<file path="config.mk">
export PLATFORM = sky130hd
export DESIGN_NAME = array_r
export DESIGN_NICKNAME = d
export VERILOG_FILES = /design/src/rtl/array_r.sv
export SDC_FILE = /design/constraint.sdc
export NUM_CORES = 1
export LEC_CHECK = 0
export ABC_CLOCK_PERIOD_IN_PS = 6850
export BUFFER_PORTS_ARGS = -buffer_cell sky130_fd_sc_hd__buf_2
export CORE_MARGIN = 8
export CORE_UTILIZATION = 59
export CTS_CLUSTER_SIZE = 8
export DETAILED_ROUTE_END_ITERATION = 6
export PLACE_DENSITY = 0.85
export REMOVE_ABC_BUFFERS = 1
export SKIP_CTS_REPAIR_TIMING = 1
export SYNTH_ARGS = -nofsm -noshare
export SYNTH_HDL_FRONTEND = slang
export SYNTH_SLANG_ARGS = --single-unit
</file>
<file path="constraint.sdc">
create_clock -name clk -period 6.85 [get_ports clk]
set_input_delay 1.0275 -clock clk [delete_from_list [all_inputs] [get_ports clk]]
set_output_delay 1.0275 -clock clk [all_outputs]
set_load 0.01 [all_outputs]
</file>
<file path="src/rtl/array_r.sv">
// Read-path array controller: opens a row, issues one CAS read per frame beat under
// FIFO credit, buffers in-order return data, then honours tRAS/tRTP before precharging.
module array_r #(
    parameter int ARRAY_ROW_ADDR   = 14,
    parameter int ARRAY_COL_ADDR   = 6,
    parameter int ARRAY_DATA_WIDTH = 64,
    parameter int FRAME_DATA_WIDTH = 3 + ARRAY_ROW_ADDR + ARRAY_COL_ADDR + ARRAY_DATA_WIDTH,
    parameter int RD_FIFO_DEPTH    = 4
) (
    input  logic                        clk,
    input  logic                        rst_n,
    input  logic                        frame_rd_valid,
    input  logic [FRAME_DATA_WIDTH-1:0] frame_rd_data,
    output logic                        frame_rd_ready,
    output logic                        array_banksel_n,
    output logic [ARRAY_ROW_ADDR-1:0]   array_raddr,
    output logic                        array_cas_rd,
    output logic [ARRAY_COL_ADDR-1:0]   array_caddr_rd,
    input  logic                        array_rdata_vld,
    input  logic [ARRAY_DATA_WIDTH-1:0] array_rdata,
    output logic                        rd_data_valid,
    output logic [ARRAY_DATA_WIDTH-1:0] rd_data,
    output logic                        rd_data_last,
    input  logic                        rd_data_ready,
    output logic                        rd_end,
    input  logic [7:0]                  array_trcd_cfg,
    input  logic [7:0]                  array_trp_cfg,
    input  logic [7:0]                  array_tras_cfg,
    input  logic [7:0]                  array_trtp_cfg
);

    localparam int COL_LSB = ARRAY_DATA_WIDTH;
    localparam int ROW_LSB = COL_LSB + ARRAY_COL_ADDR;
    localparam int RW_BIT  = ROW_LSB + ARRAY_ROW_ADDR;
    localparam int EOF_BIT = RW_BIT + 1;
    localparam int SOF_BIT = RW_BIT + 2;
    localparam int PTR_W   = $clog2(RD_FIFO_DEPTH);
    localparam int CNT_W   = PTR_W + 1;
    localparam logic [CNT_W:0] DEPTH_W = (CNT_W + 1)'(RD_FIFO_DEPTH);

    typedef enum logic [2:0] {
        IDLE,
        RD_SRADDR,
        RD_RCD,
        RD_SEND,
        RD_WAIT,
        RD_RP
    } state_t;

    state_t state;
    state_t state_nxt;

    logic                      frame_sof;
    logic                      frame_eof;
    logic [ARRAY_ROW_ADDR-1:0] frame_row;
    logic [ARRAY_COL_ADDR-1:0] frame_col;
    logic                      unused_frame_bits;

    logic                      frame_fire;
    logic                      start;
    logic                      beat_load;
    logic                      beat_vld;
    logic                      beat_eof;
    logic [ARRAY_COL_ADDR-1:0] beat_col;
    logic                      last_issued;
    logic                      cas_issue;
    logic                      credit;
    logic                      wait_done;

    logic [7:0] trcd_m1;
    logic [7:0] trp_m1;
    logic [7:0] tras_m1;
    logic [7:0] trtp_m1;
    logic [7:0] phase_cnt;
    logic [7:0] tras_cnt;
    logic [7:0] trtp_cnt;

    logic [CNT_W-1:0] outstanding;
    logic [CNT_W-1:0] fifo_count;
    logic [CNT_W:0]   inflight_total;
    logic [PTR_W-1:0] wr_ptr;
    logic [PTR_W-1:0] rd_ptr;
    logic             ret_push;
    logic             ret_last;
    logic             fifo_pop;
    logic [ARRAY_DATA_WIDTH:0] fifo_mem [RD_FIFO_DEPTH];

    function automatic logic [7:0] sat_inc(input logic [7:0] v);
        return (v == 8'hFF) ? v : v + 8'd1;
    endfunction

    assign frame_sof = frame_rd_data[SOF_BIT];
    assign frame_eof = frame_rd_data[EOF_BIT];
    assign frame_row = frame_rd_data[ROW_LSB +: ARRAY_ROW_ADDR];
    assign frame_col = frame_rd_data[COL_LSB +: ARRAY_COL_ADDR];
    assign unused_frame_bits = ^{frame_rd_data[RW_BIT], frame_rd_data[ARRAY_DATA_WIDTH-1:0]};

    // A zero timing value behaves like one cycle, so every wait compares against cfg-1.
    assign trcd_m1 = (array_trcd_cfg == 8'd0) ? 8'd0 : array_trcd_cfg - 8'd1;
    assign trp_m1  = (array_trp_cfg  == 8'd0) ? 8'd0 : array_trp_cfg  - 8'd1;
    assign tras_m1 = (array_tras_cfg == 8'd0) ? 8'd0 : array_tras_cfg - 8'd1;
    assign trtp_m1 = (array_trtp_cfg == 8'd0) ? 8'd0 : array_trtp_cfg - 8'd1;

    assign frame_fire     = frame_rd_valid && frame_rd_ready;
    assign start          = frame_fire && (state == IDLE) && frame_sof;
    assign beat_load      = frame_fire && ((state != IDLE) || frame_sof);
    assign inflight_total = {1'b0, outstanding} + {1'b0, fifo_count};
    assign credit         = inflight_total < DEPTH_W;
    assign wait_done      = (outstanding == '0) && (tras_cnt >= tras_m1) && (trtp_cnt >= trtp_m1);

    always_ff @(posedge clk or negedge rst_n) begin
        if (!rst_n) state <= IDLE;
        else        state <= state_nxt;
    end

    always_comb begin
        state_nxt = state;
        case (state)
            IDLE:      if (start) state_nxt = RD_SRADDR;
            RD_SRADDR: state_nxt = RD_RCD;
            RD_RCD:    if (phase_cnt >= trcd_m1) state_nxt = RD_SEND;
            RD_SEND:   if (cas_issue && beat_eof) state_nxt = RD_WAIT;
            RD_WAIT:   if (wait_done) state_nxt = RD_RP;
            RD_RP:     if (phase_cnt >= trp_m1) state_nxt = IDLE;
            default:   state_nxt = IDLE;
        endcase
    end

    always_comb begin
        frame_rd_ready = 1'b0;
        cas_issue      = 1'b0;
        rd_end         = 1'b0;
        case (state)
            IDLE:    frame_rd_ready = 1'b1;
            RD_SEND: begin
                frame_rd_ready = !beat_vld && !last_issued;
                cas_issue      = beat_vld && credit;
            end
            RD_RP:   rd_end = (phase_cnt >= trp_m1);
            default: ;
        endcase
    end

    // The phase counter runs through SRADDR and RCD so CAS lands exactly tRCD after row open.
    always_ff @(posedge clk or negedge rst_n) begin
        if (!rst_n) begin
            phase_cnt <= 8'd0;
            tras_cnt  <= 8'd0;
            trtp_cnt  <= 8'd0;
        end else begin
            case (state)
                RD_SRADDR, RD_RCD, RD_RP: phase_cnt <= sat_inc(phase_cnt);
                default:                  phase_cnt <= 8'd0;
            endcase
            if (state == RD_SRADDR)  tras_cnt <= 8'd0;
            else if (state != IDLE)  tras_cnt <= sat_inc(tras_cnt);
            if (cas_issue) trtp_cnt <= 8'd0;
            else           trtp_cnt <= sat_inc(trtp_cnt);
        end
    end

    always_ff @(posedge clk or negedge rst_n) begin
        if (!rst_n) begin
            array_banksel_n <= 1'b1;
            array_raddr     <= '0;
            array_cas_rd    <= 1'b0;
            array_caddr_rd  <= '0;
            beat_vld        <= 1'b0;
            beat_eof        <= 1'b0;
            beat_col        <= '0;
            last_issued     <= 1'b0;
        end else begin
            array_cas_rd <= cas_issue;
            if (cas_issue) array_caddr_rd <= beat_col;
            if (start) array_raddr <= frame_row;
            if (state == RD_SRADDR)                 array_banksel_n <= 1'b0;
            else if (state == RD_WAIT && wait_done) array_banksel_n <= 1'b1;
            if (beat_load) begin
                beat_vld <= 1'b1;
                beat_eof <= frame_eof;
                beat_col <= frame_col;
            end else if (cas_issue) begin
                beat_vld <= 1'b0;
            end
            if (start)                       last_issued <= 1'b0;
            else if (cas_issue && beat_eof)  last_issued <= 1'b1;
        end
    end

    // Returns are only credited against reads actually in flight; strays are dropped.
    assign ret_push = array_rdata_vld && (outstanding != '0);
    assign ret_last = last_issued && (outstanding == CNT_W'(1));
    assign fifo_pop = rd_data_valid && rd_data_ready;

    always_ff @(posedge clk or negedge rst_n) begin
        if (!rst_n) begin
            outstanding <= '0;
            fifo_count  <= '0;
            wr_ptr      <= '0;
            rd_ptr      <= '0;
        end else begin
            case ({cas_issue, ret_push})
                2'b10:   outstanding <= outstanding + CNT_W'(1);
                2'b01:   outstanding <= outstanding - CNT_W'(1);
                default: outstanding <= outstanding;
            endcase
            case ({ret_push, fifo_pop})
                2'b10:   fifo_count <= fifo_count + CNT_W'(1);
                2'b01:   fifo_count <= fifo_count - CNT_W'(1);
                default: fifo_count <= fifo_count;
            endcase
            if (ret_push) wr_ptr <= wr_ptr + PTR_W'(1);
            if (fifo_pop) rd_ptr <= rd_ptr + PTR_W'(1);
        end
    end

    always_ff @(posedge clk) begin
        if (ret_push) fifo_mem[wr_ptr] <= {ret_last, array_rdata};
    end

    assign rd_data_valid = (fifo_count != '0);
    assign rd_data       = fifo_mem[rd_ptr][ARRAY_DATA_WIDTH-1:0];
    assign rd_data_last  = rd_data_valid && fifo_mem[rd_ptr][ARRAY_DATA_WIDTH];

endmodule

</file>
==> out/summary.txt <==
Via/cell ratio: 5.75
Hold Crit Start: array_raddr[9]
Final hold vios: 0
Chip height: 169 um
Clk pin slew, worst setup/hold paths: 0.05 ns
Port Buffer Count: 212
Crit path DAT: 3.50 ns
DRT Wirelength: 29400 um
Sw Share: 0.309
Ys async rst share: 0.207
Sequential area share after synthesis: 0.686
Htree depth: 2
Root Buffer: clkbuf_16
Gr ovfl total: 0
Power per cell area: 426 nW/um^2
Top cell type's share of synthesized area: 0.563
CTS buffer count: 46
Most frequent cells in the layout: 260 x edfxtp_1, 212 x buf_2, 65 x mux4_2, 65 x dfrtp_1, 51 x ha_1
Vias in the first global route: 8289
# rows: 56
Pre-Repair DR Iteration Count: 5
WHS: 0.500 ns
First-pass GRT wire length: 45500 um
Synth cell types: 55
Setup TNS: 0 ns
Tightest Pin Transition: 0.985 ns
Final net count: 1288
Die area: 28700 sq um
Final Total Pwr: 7.04 mW
Slowest Stage Delay on Critical Path: 0.41 ns
F_max: 221 MHz
Crit-path slowest cell: or3_1
Top_reg_cell synth: edfxtp_1
Worst Setup End Kind: output port
Layout cell share with drive strength beyond 1: 0.353
Worst setup path start: array_trp_cfg[0]
Dpl hpwl: 17800 um
Most area-consuming cells after synthesis: edfxtp_1 56%, dfrtp_1 12%, mux4_2 11%
Lkg Pwr: 6.42 nW
Routability congestion estimate: 0.781
Hold Path Class: reg2reg
Area leader, netlist: edfxtp_1
Area Overhead vs Synth: 19.1%
Largest net degree at the start of global routing: 69
Final worst-path cycle share: 0.661
CP Buf/Inv Count: 3
Syn avg cell area: 17.2 sq um
Clk pwr share: 0.284
Starting density of the core: 0.596
CP Launch Type: input port
Via count: 7953
Final Max Slew Viols: 0
# IOs: 278
Total global-route track usage: 0.204
Die X: 169 um
EDFF count, synth: 260
CP required: 5.82 ns
Final setup fails: 0
Bufs on Longest Clock Path: 3
Residual DRC: 0
Crit-path cells: buf_2, inv_1, ha_1, nor2b_1, nand3b_1, or3_1, and2_1, ha_1, nand2b_1, a21oi_2, o31ai_2, nor2b_1, buf_2
VDD IR max: 0.000239 V
Worst path top cell family by delay: simple AND/OR/NAND/NOR gates
Final Skew: 0.0149 ns
Synthesized flop and latch total: 328
RSZ-0062 raised after global routing: no
DRT antenna net count: 0
CTS Sinks: 328
Sequential share of power: 0.423
CTS tree: built
Max-Cap Viols: 0
Total core area: 23300 sq um
Synth warn: 0
Mapped cell area: 13900 sq um
Internal power: 4.86 mW
Critical R2R Launch: outstanding[0]
Worst-Skew Late Latency: 0.54 ns
Initial drt markers: 531
Sw Pwr: 2.18 mW
Mapped Cells: 807
Max-slew headroom: 0.344
Crit Path Max Fanout: 6
Critical path class: in2out
Crit path time final: 4.53 ns
Post-layout util: 0.710
Initial antenna violation count: 4
Status: finished clean
Combinational group share of total power: 0.292
Commonest non-fill, non-tap cell in the layout: edfxtp_1
DR WL/cell: 21.2 um
==> cell families (layout without fill, tap and decap cells) <==
family                   count (synthesis)  after routing  share of synthesized area
flip-flops                             328            328                      0.686
AND/OR/NAND/NOR                        171            171                     0.0639
multiplexers                            99             99                      0.132
AO/OA/AOI/OAI                           79             79                     0.0373
adder cells (fa/ha/maj)                 52             52                     0.0474
buffers and inverters                   50            305                     0.0156
XOR/XNOR                                28             28                     0.0177
other                                    0              2                          0
==> synthesized netlist by cell type (4+ instances only) <==
cell type    n
mux2i_1      7
xnor2_1     14
edfxtp_1   260
xor2_1      14
mux4_2      65
nor2_1      41
and2_1       9
a21oi_1     24
dfrtp_1     67
mux2_2      27
nand3b_1     5
o21ai_0     27
nand3_1     13
nor2b_1     14
or3_1        8
nor3b_1      4
o31ai_1      5
inv_1       25
and3_1       7
clkbuf_1     6
a31oi_1      4
nand2_1     34
ha_1        51
nor3_1      13
buf_2       11
nand2b_1     8
==> path summary, 6_finish.rpt <==
path / cells past startpoint / slack, ns / endpoint
hold / removal: 1 / 0.50 / array_raddr[9]
hold reg to reg: 1 / 0.50 / array_raddr[9]
min in group asynchronous: 2 / 0.70 / array_raddr[7]
setup reg to reg: 5 / 4.01 / fifo_mem[3][56]
max in group asynchronous: 2 / 5.50 / rd_ptr[0]
setup / recovery: 13 / 2.32 / rd_end
==> power by group through the flow <==
stage / logic [mW] / registers, mW / clock network (mW)
detailed placement: 2.07 / 3.00 / 0
CTS: 2.10 / 2.99 / 2.04
global route: 2.24 / 3.04 / 2.12
global placement: 2.01 / 2.97 / 0
finish: 2.06 / 2.98 / 2.00
floorplan: 1.29 / 3.03 / 0
==> registers in the layout, indices dropped and copies added, names as in the netlist <==
| signal | flops |
|---|---|
| rd_ptr | 2 |
| array_cas_rd | 1 |
| last_issued | 1 |
| beat_vld | 1 |
| phase_cnt | 8 |
| array_caddr_rd | 6 |
| state | 3 |
| tras_cnt | 8 |
| fifo_count | 3 |
| fifo_mem | 260 |
| outstanding | 3 |
| array_raddr | 14 |
| array_banksel_n | 1 |
| wr_ptr | 2 |
| beat_eof | 1 |
| beat_col | 6 |
| trtp_cnt | 8 |
==> metal layers <==
metal,up-vias,track usage,share of wire
li1,3618,-,-
met5,-,0,0.00082
met2,322,0.340,0.50
met4,4,0.0600,0.018
met1,3960,0.258,0.40
met3,49,0.0565,0.082
==> through the flow <==
stage / cell area [sq um] / worst slack, ns / cells
2_1_floorplan: 13800 / 2.35 / 784
3_3_place_gp: 15300 / 2.29 / 1319
3_5_place_dp: 15300 / 2.31 / 1319
4_1_cts: 16500 / 2.28 / 1381
5_1_grt: 16500 / 2.08 / 1383
6_report: 16500 / 2.32 / 1383
==> cell type report <==
cell class,instances,area [sq um]
Sequential cell,328,9520
Multi-Input combinational cell,429,4160
Timing Repair Buffer,216,1090
Clock buffer,59,1200
Tap cell,319,399
Clock inverter,3,58.8
Antenna cell,2,5.00
Fill cell,1490,6740
Inverter,27,101
Note: power is estimated with default switching activity, not from simulation.
